### config.mk
export PLATFORM = sky130hd
export DESIGN_NAME = des_key_sched
export DESIGN_NICKNAME = d
export VERILOG_FILES = /design/src/rtl/des_pkg.sv /design/src/rtl/des_pc2.sv /design/src/rtl/des_key_sched.sv
export SDC_FILE = /design/constraint.sdc
export NUM_CORES = 1
export LEC_CHECK = 0
export CORE_MARGIN = 10
export CORE_UTILIZATION = 45
export DETAILED_ROUTE_END_ITERATION = 8
export DONT_BUFFER_PORTS = 1
export GPL_ROUTABILITY_DRIVEN = 0
export HOLD_SLACK_MARGIN = 0.02
export SLEW_MARGIN = 20
export SYNTH_ARGS = -nofsm -noshare
export SYNTH_HDL_FRONTEND = slang
export SYNTH_SLANG_ARGS = --single-unit
### constraint.sdc
create_clock -name clk -period 3.8 [get_ports clk]
set_input_delay 0.76 -clock clk [delete_from_list [all_inputs] [get_ports clk]]
set_output_delay 0.76 -clock clk [all_outputs]
set_load 0.005 [all_outputs]
### src/rtl/des_pkg.sv
// DES key-schedule constants: shift schedule, PC-1/PC-2 index tables and
// the half-key rotation helpers shared by the sequencer and its PC-2 stage.
package des_pkg;

    localparam int SK_W   = 48;
    localparam int HALF_W = 28;
    localparam int CD_W   = 2 * HALF_W;
    localparam int KEY_W  = 64;

    typedef enum logic {
        ST_IDLE,
        ST_RUN
    } state_t;

    localparam logic [1:0] SHIFT [1:16] = '{
        2'd1, 2'd1, 2'd2, 2'd2, 2'd2, 2'd2, 2'd2, 2'd2,
        2'd1, 2'd2, 2'd2, 2'd2, 2'd2, 2'd2, 2'd2, 2'd1
    };

    // Entries are DES bit numbers (1 = MSB) into the 64-bit key.
    localparam int PC1 [1:CD_W] = '{
        57, 49, 41, 33, 25, 17,  9,
         1, 58, 50, 42, 34, 26, 18,
        10,  2, 59, 51, 43, 35, 27,
        19, 11,  3, 60, 52, 44, 36,
        63, 55, 47, 39, 31, 23, 15,
         7, 62, 54, 46, 38, 30, 22,
        14,  6, 61, 53, 45, 37, 29,
        21, 13,  5, 28, 20, 12,  4
    };

    // Entries are DES bit numbers (1 = MSB) into the 56-bit {C,D}.
    localparam int PC2 [1:SK_W] = '{
        14, 17, 11, 24,  1,  5,
         3, 28, 15,  6, 21, 10,
        23, 19, 12,  4, 26,  8,
        16,  7, 27, 20, 13,  2,
        41, 52, 31, 37, 47, 55,
        30, 40, 51, 45, 33, 48,
        44, 49, 39, 56, 34, 53,
        46, 42, 50, 36, 29, 32
    };

    function automatic logic [1:HALF_W] rotl28(input logic [1:HALF_W] x, input logic [1:0] n);
        return (n == 2'd2) ? {x[3:HALF_W], x[1:2]} : {x[2:HALF_W], x[1]};
    endfunction

    function automatic logic [1:HALF_W] rotr28(input logic [1:HALF_W] x, input logic [1:0] n);
        return (n == 2'd2) ? {x[HALF_W-1:HALF_W], x[1:HALF_W-2]}
                           : {x[HALF_W], x[1:HALF_W-1]};
    endfunction

    function automatic logic [1:CD_W] rot_cd(input logic [1:CD_W] cd, input logic [1:0] n,
                                             input logic left);
        return left ? {rotl28(cd[1:HALF_W], n), rotl28(cd[HALF_W+1:CD_W], n)}
                    : {rotr28(cd[1:HALF_W], n), rotr28(cd[HALF_W+1:CD_W], n)};
    endfunction

    function automatic logic [1:0] shift_of(input logic [4:0] r);
        logic [1:0] s;
        s = 2'd1;
        for (int i = 1; i <= 16; i++) begin
            if (r == 5'(i)) s = SHIFT[i];
        end
        return s;
    endfunction

    function automatic logic [1:CD_W] pc1_perm(input logic [1:KEY_W] k);
        logic [1:CD_W] r;
        for (int i = 1; i <= CD_W; i++) r[i] = k[PC1[i]];
        return r;
    endfunction

    function automatic logic parity_bad(input logic [1:KEY_W] k);
        logic bad;
        bad = 1'b0;
        for (int b = 0; b < 8; b++) begin
            if (~^k[b*8+1 +: 8]) bad = 1'b1;
        end
        return bad;
    endfunction

endpackage

### src/rtl/des_pc2.sv
// PC-2 compression: pure wiring from the running {C,D} register to the subkey.
module des_pc2
    import des_pkg::*;
(
    input  logic [1:CD_W] cd_i,
    output logic [1:SK_W] sk_o
);

    always_comb begin
        sk_o = '0;
        for (int i = 1; i <= SK_W; i++) sk_o[i] = cd_i[PC2[i]];
    end

endmodule

### src/rtl/des_key_sched.sv
// DES key-schedule sequencer: one running {C,D} register rotated per round,
// emitting PC-2 subkeys K1..K16 (encrypt) or K16..K1 (decrypt) on a valid/ready stream.
//
// state   | meaning
// ST_IDLE | waiting for a key; key_ready high
// ST_RUN  | presenting the subkey for round_q; advances on each handshake
module des_key_sched
    import des_pkg::*;
#(
    parameter bit CHECK_PARITY = 1'b0
) (
    input  logic          clk,
    input  logic          rst,
    input  logic          key_valid,
    output logic          key_ready,
    input  logic [1:64]   key,
    input  logic          decrypt,
    output logic          sk_valid,
    input  logic          sk_ready,
    output logic [1:48]   sk,
    output logic [4:0]    sk_round,
    output logic          sk_last,
    output logic          key_parity_err
);

    state_t          state_q, state_d;
    logic [1:CD_W]   cd_q, cd_d;
    logic [4:0]      round_q, round_d;
    logic            dec_q, dec_d;
    logic            perr_q, perr_d;
    logic [1:CD_W]   cd_pc1;
    logic            last_rnd;

    always_ff @(posedge clk) begin
        if (rst) begin
            state_q <= ST_IDLE;
            cd_q    <= '0;
            round_q <= '0;
            dec_q   <= 1'b0;
            perr_q  <= 1'b0;
        end else begin
            state_q <= state_d;
            cd_q    <= cd_d;
            round_q <= round_d;
            dec_q   <= dec_d;
            perr_q  <= perr_d;
        end
    end

    always_comb begin
        state_d   = state_q;
        cd_d      = cd_q;
        round_d   = round_q;
        dec_d     = dec_q;
        perr_d    = perr_q;
        cd_pc1    = pc1_perm(key);
        last_rnd  = dec_q ? (round_q == 5'd1) : (round_q == 5'd16);
        key_ready = (state_q == ST_IDLE);
        sk_valid  = (state_q == ST_RUN);
        sk_last   = (state_q == ST_RUN) && last_rnd;

        case (state_q)
            ST_IDLE: begin
                if (key_valid) begin
                    state_d = ST_RUN;
                    dec_d   = decrypt;
                    perr_d  = CHECK_PARITY ? parity_bad(key) : 1'b0;
                    // Total rotation over 16 rounds is 28, so C16/D16 equal C0/D0.
                    if (decrypt) begin
                        cd_d    = cd_pc1;
                        round_d = 5'd16;
                    end else begin
                        cd_d    = rot_cd(cd_pc1, SHIFT[1], 1'b1);
                        round_d = 5'd1;
                    end
                end
            end
            ST_RUN: begin
                if (sk_ready) begin
                    if (last_rnd) begin
                        state_d = ST_IDLE;
                    end else if (dec_q) begin
                        cd_d    = rot_cd(cd_q, shift_of(round_q), 1'b0);
                        round_d = round_q - 5'd1;
                    end else begin
                        cd_d    = rot_cd(cd_q, shift_of(round_q + 5'd1), 1'b1);
                        round_d = round_q + 5'd1;
                    end
                end
            end
            default: state_d = ST_IDLE;
        endcase
    end

    des_pc2 u_pc2 (
        .cd_i (cd_q),
        .sk_o (sk)
    );

    assign sk_round       = round_q;
    assign key_parity_err = perr_q;

endmodule

==> metrics list <==
- Buffers inserted during post-CTS setup optimization: 0
- Post-Layout Inst Area: 5170 um2
- In the final routed layout, each cell accounts on average for 23.9 um.
- In the routed layout, each cell is associated on average with a via count of 7.28.
* Total inserted antenna cells: 0
- Summed over all nets, the switching power comes to 755 uW.
- Power share of the clock group: 39.1%
* Share of Yosys cell area claimed by the top area cell type: 24.2%
- In this run the remaining antenna-violating nets after routing total 0.
- Yosys top cell by area: sky130_fd_sc_hd__dfxtp_1
- Input and output buffers added on the ports amount to 0.
- Post-detailed-routing wire length: 17100 um
* Hold Violations, Final: 0
- In this run the most critical hold path is launched from rst.
* Ports placed on the boundary: 126
- In this run the vertical extent of the chip is 128 um.
- Counting every sink on the clock net gives 63.
* Layout Skew: 0.00565 ns
* Max IR drop VDD: 0.252 mV
- Hold timing on the final database bottoms out at a slack of 0.516 ns.
- Buffers and inverters on the worst path: 2
- Setup repair after global routing left no endpoint under its margin.
- Setup violations remaining at the end of the flow were counted as 0.
- Clock latency on the worst-skew pair, taken at its later pin, is 0.33 ns.
- Required time of the critical path: 4.05 ns
* Hold-critical path depth: 1
* Overall die width: 128 um
- The number of global-route vias before repair was 4792.
- Worst path max stage delay: 0.57 ns
* Start-to-end type of the worst setup path: reg2reg
- Final Critical Period: 3.07 ns
- Maximum Capacitance Violations: 0
- Summing every instance area after synthesis gives 5220 um2.
* CTS tree: yes
* Max clock buf depth: 2
- In this run the number of cells on the critical path is 8.
- For this run, design rule violations remaining after detail routing come to 0.
- Avg Inst Size Synth: 7.75 um2
* Clk slew on worst S/H paths: 0.06 ns
- Fraction of final layout cells with drive strength greater than 1: 6.48%
- First DRT Iteration DRCs: 650
* Inserted Clock Buffers: 9
- Power density over the cells: 429 nW/um2
* Number of buffers inserted by hold repair at cts: 0
- The H-tree generated during clock tree synthesis spans 3 levels.
* Worst path cell trace: inv_1 > ha_1 > or4_1 > o211a_1 > a211oi_4 > buf_4 > a221oi_1 > a31oi_1
* Via total after detailed routing: 5200
* Buffer type at the clock tree root: sky130_fd_sc_hd__clkbuf_16
* Combinational share of power: 21.0%
- Final Slew Violations: 0
- Area contributors post-synth: sky130_fd_sc_hd__dfxtp_1 (24%), sky130_fd_sc_hd__nand3_1 (11%), sky130_fd_sc_hd__mux2i_1 (11%)
- Cell leakage power: 0.00182 uW
* Synth-to-Final Area Change: -0.960%
- The worst pin sits at a relative slew slack of 44.1%.
* Launching element type of the critical path: flop
- Max Clock Freq: 326 MHz
- Number of library cell types mapped by synthesis: 41
- In this run the worst path has a maximum fanout of 56.
- The slowest stage of the critical path belongs to the cell sky130_fd_sc_hd__buf_4.
* Area of the die: 16300 um2
- The first global-routing pass estimated 26800 um of wire.
* Total of cells resized after clock tree synthesis: 0
* Final global-route overflow total: 0
- The final layout contains 642 nets.
* Switching share of power: 34.1%
* Sequential share of the synthesized area: 24.2%
* Result of the run: finished, final reports clean
- Count of state elements after synthesis: 63
- Summing all placed instances gives a cell area of 4860 um2.
- The internal portion of the total power is 1460 uW.
- Core Box Area: 11400 um2
* FP Rows: 39
- Number of iterations in the first detailed-routing pass: 5
- The worst register-to-register path has a depth of 8.
- In the final timing run, aggregate negative setup slack is 0 ns.
- Critical Path Start: sk_round[0]$_SDFFE_PP0P_
- Of the available clock period, the critical path in the final layout requires 80.8%.
- The HPWL after detailed placement is 10800 um.
* Initial cell density of the core: 45.9%
- Cell count after synthesis: 673
- Sequential fraction of design power: 39.9%
- Warnings from Yosys: 0
- The initial antenna violation count is 0.
- Setup crit end kind: flop
- Transition time at the pin with the least slew margin: 0.835 ns
* Cell family with the largest share of critical-path delay: compound AO/OA/AOI/OAI gates
- Arr. time, crit path: 3.32 ns
- The startpoint identified for the worst register-to-register timing path is sk_round[0]$_SDFFE_PP0P_.
- Syn Nets: 749
- Fill cells in the final layout number 1174.
- Hold WC Path Type: in2reg
- Global routing used 19.5% of the available tracks across all layers.
- Entering global routing, the biggest net connects 64 pins.
[kinds of logic (layout without fill, tap and decap cells)]
family                   after synthesis  count (layout)  synth area share, %
AO/OA/AOI/OAI                        253             253                 33.5
XOR/XNOR                               3               3                0.504
other                                  1               1               0.0719
AND/OR/NAND/NOR                      154             154                 15.0
buffers and inverters                135              33                 14.1
flip-flops                            63              63                 24.2
multiplexers                          57              57                 10.9
adder cells (fa/ha/maj)                7               7                 1.68
[path summary, 6_finish.rpt]
| check | slack (ns) | end |
|---|---|---|
| max | 0.73 | cd_q[2]$_SDFFE_PP0P_ |
| min reg2reg | 0.54 | cd_q[36]$_SDFFE_PP0P_ |
| max reg2reg | 0.73 | cd_q[2]$_SDFFE_PP0P_ |
| min | 0.52 | sk_round[3]$_SDFFE_PP0P_ |
[flip-flops by register name, indices dropped and copies added, names as in the netlist]
name and cells:
dec_q 1, cd_q 56, sk_valid 1, sk_round 5
[metal layers]
| metal | global-route usage (%) | vias to the layer above | wire length, um |
|---|---|---|---|
| li1 | - | 2378 | - |
| met1 | 23.8 | 2514 | 6650 |
| met2 | 30.9 | 296 | 8120 |
| met3 | 7.65 | 12 | 2110 |
| met4 | 5.96 | 0 | 189 |
| met5 | 0 | - | 0 |
[per-stage QoR]
stage	total power, uW	utilization, %	instances	setup WS [ns]
finish	2220	45.4	714	0.731
detailed placement	1350	42.7	698	0.797
global placement	1350	42.7	698	0.901
floorplan	1300	-	673	1.45
global route	2310	45.4	714	0.530
CTS	2220	45.4	714	0.782
[cell usage after synthesis (all sizes together)]
| master | count |
|---|---|
| and3 | 3 |
| ha | 7 |
| mux2i | 57 |
| a21boi | 1 |
| o2111a | 1 |
| nand2 | 5 |
| and2 | 3 |
| o21a | 1 |
| o211a | 1 |
| a21bo | 1 |
| nand3 | 116 |
| a31o | 1 |
| conb | 1 |
| clkbuf | 50 |
| nand4b | 1 |
| a211oi | 4 |
| nand3b | 3 |
| o31ai | 56 |
| nor3 | 3 |
| or3 | 2 |
| a21oi | 63 |
| o22ai | 1 |
| dfxtp | 63 |
| nor2 | 10 |
| o21bai | 1 |
| nor2b | 4 |
| o21ai | 5 |
| inv | 6 |
| a221oi | 58 |
| nand2b | 2 |
| o211ai | 1 |
| or4 | 1 |
| buf | 79 |
| xor2 | 3 |
| a211o | 1 |
| a31oi | 57 |
| nand4 | 1 |
[placed cells by master, fill, tap and decap left out, drive strengths merged, types with 2 or more instances in the layout]
cell type	synthesis	layout
clkinv	0	2
o31ai	56	56
ha	7	7
clkbuf	50	13
buf	79	11
nand2	5	5
xor2	3	3
nand2b	2	2
nand3b	3	3
a31oi	57	57
nor3	3	3
a21oi	63	63
o21ai	5	5
nor2b	4	4
inv	6	6
a211oi	4	4
a221oi	58	58
dfxtp	63	63
nor2	10	10
and3	3	3
nand3	116	116
and2	3	3
or3	2	2
mux2i	57	57
[final cells by class]
| type | instances | area, um2 | share of cell area, % |
|---|---|---|---|
| clock inverters | 3 | 40.0 | 0.775 |
| clock buffers | 13 | 270 | 5.23 |
| inverters | 6 | 22.5 | 0.436 |
| repair buffers | 11 | 108 | 2.08 |
| multi-input cells | 475 | 3290 | 63.6 |
| well taps | 143 | 179 | 3.46 |
| flip-flops and latches | 63 | 1260 | 24.4 |
[power groups by stage]
stage | Sequential [uW] | Clock (uW) | Combinational [uW]
2_1_floorplan | 822 | 0 | 476
3_3_place_gp | 895 | 0 | 452
3_5_place_dp | 896 | 0 | 458
4_1_cts | 882 | 873 | 459
5_1_grt | 900 | 901 | 508
6_report | 884 | 867 | 466
Power figures use the tool's default switching activity.
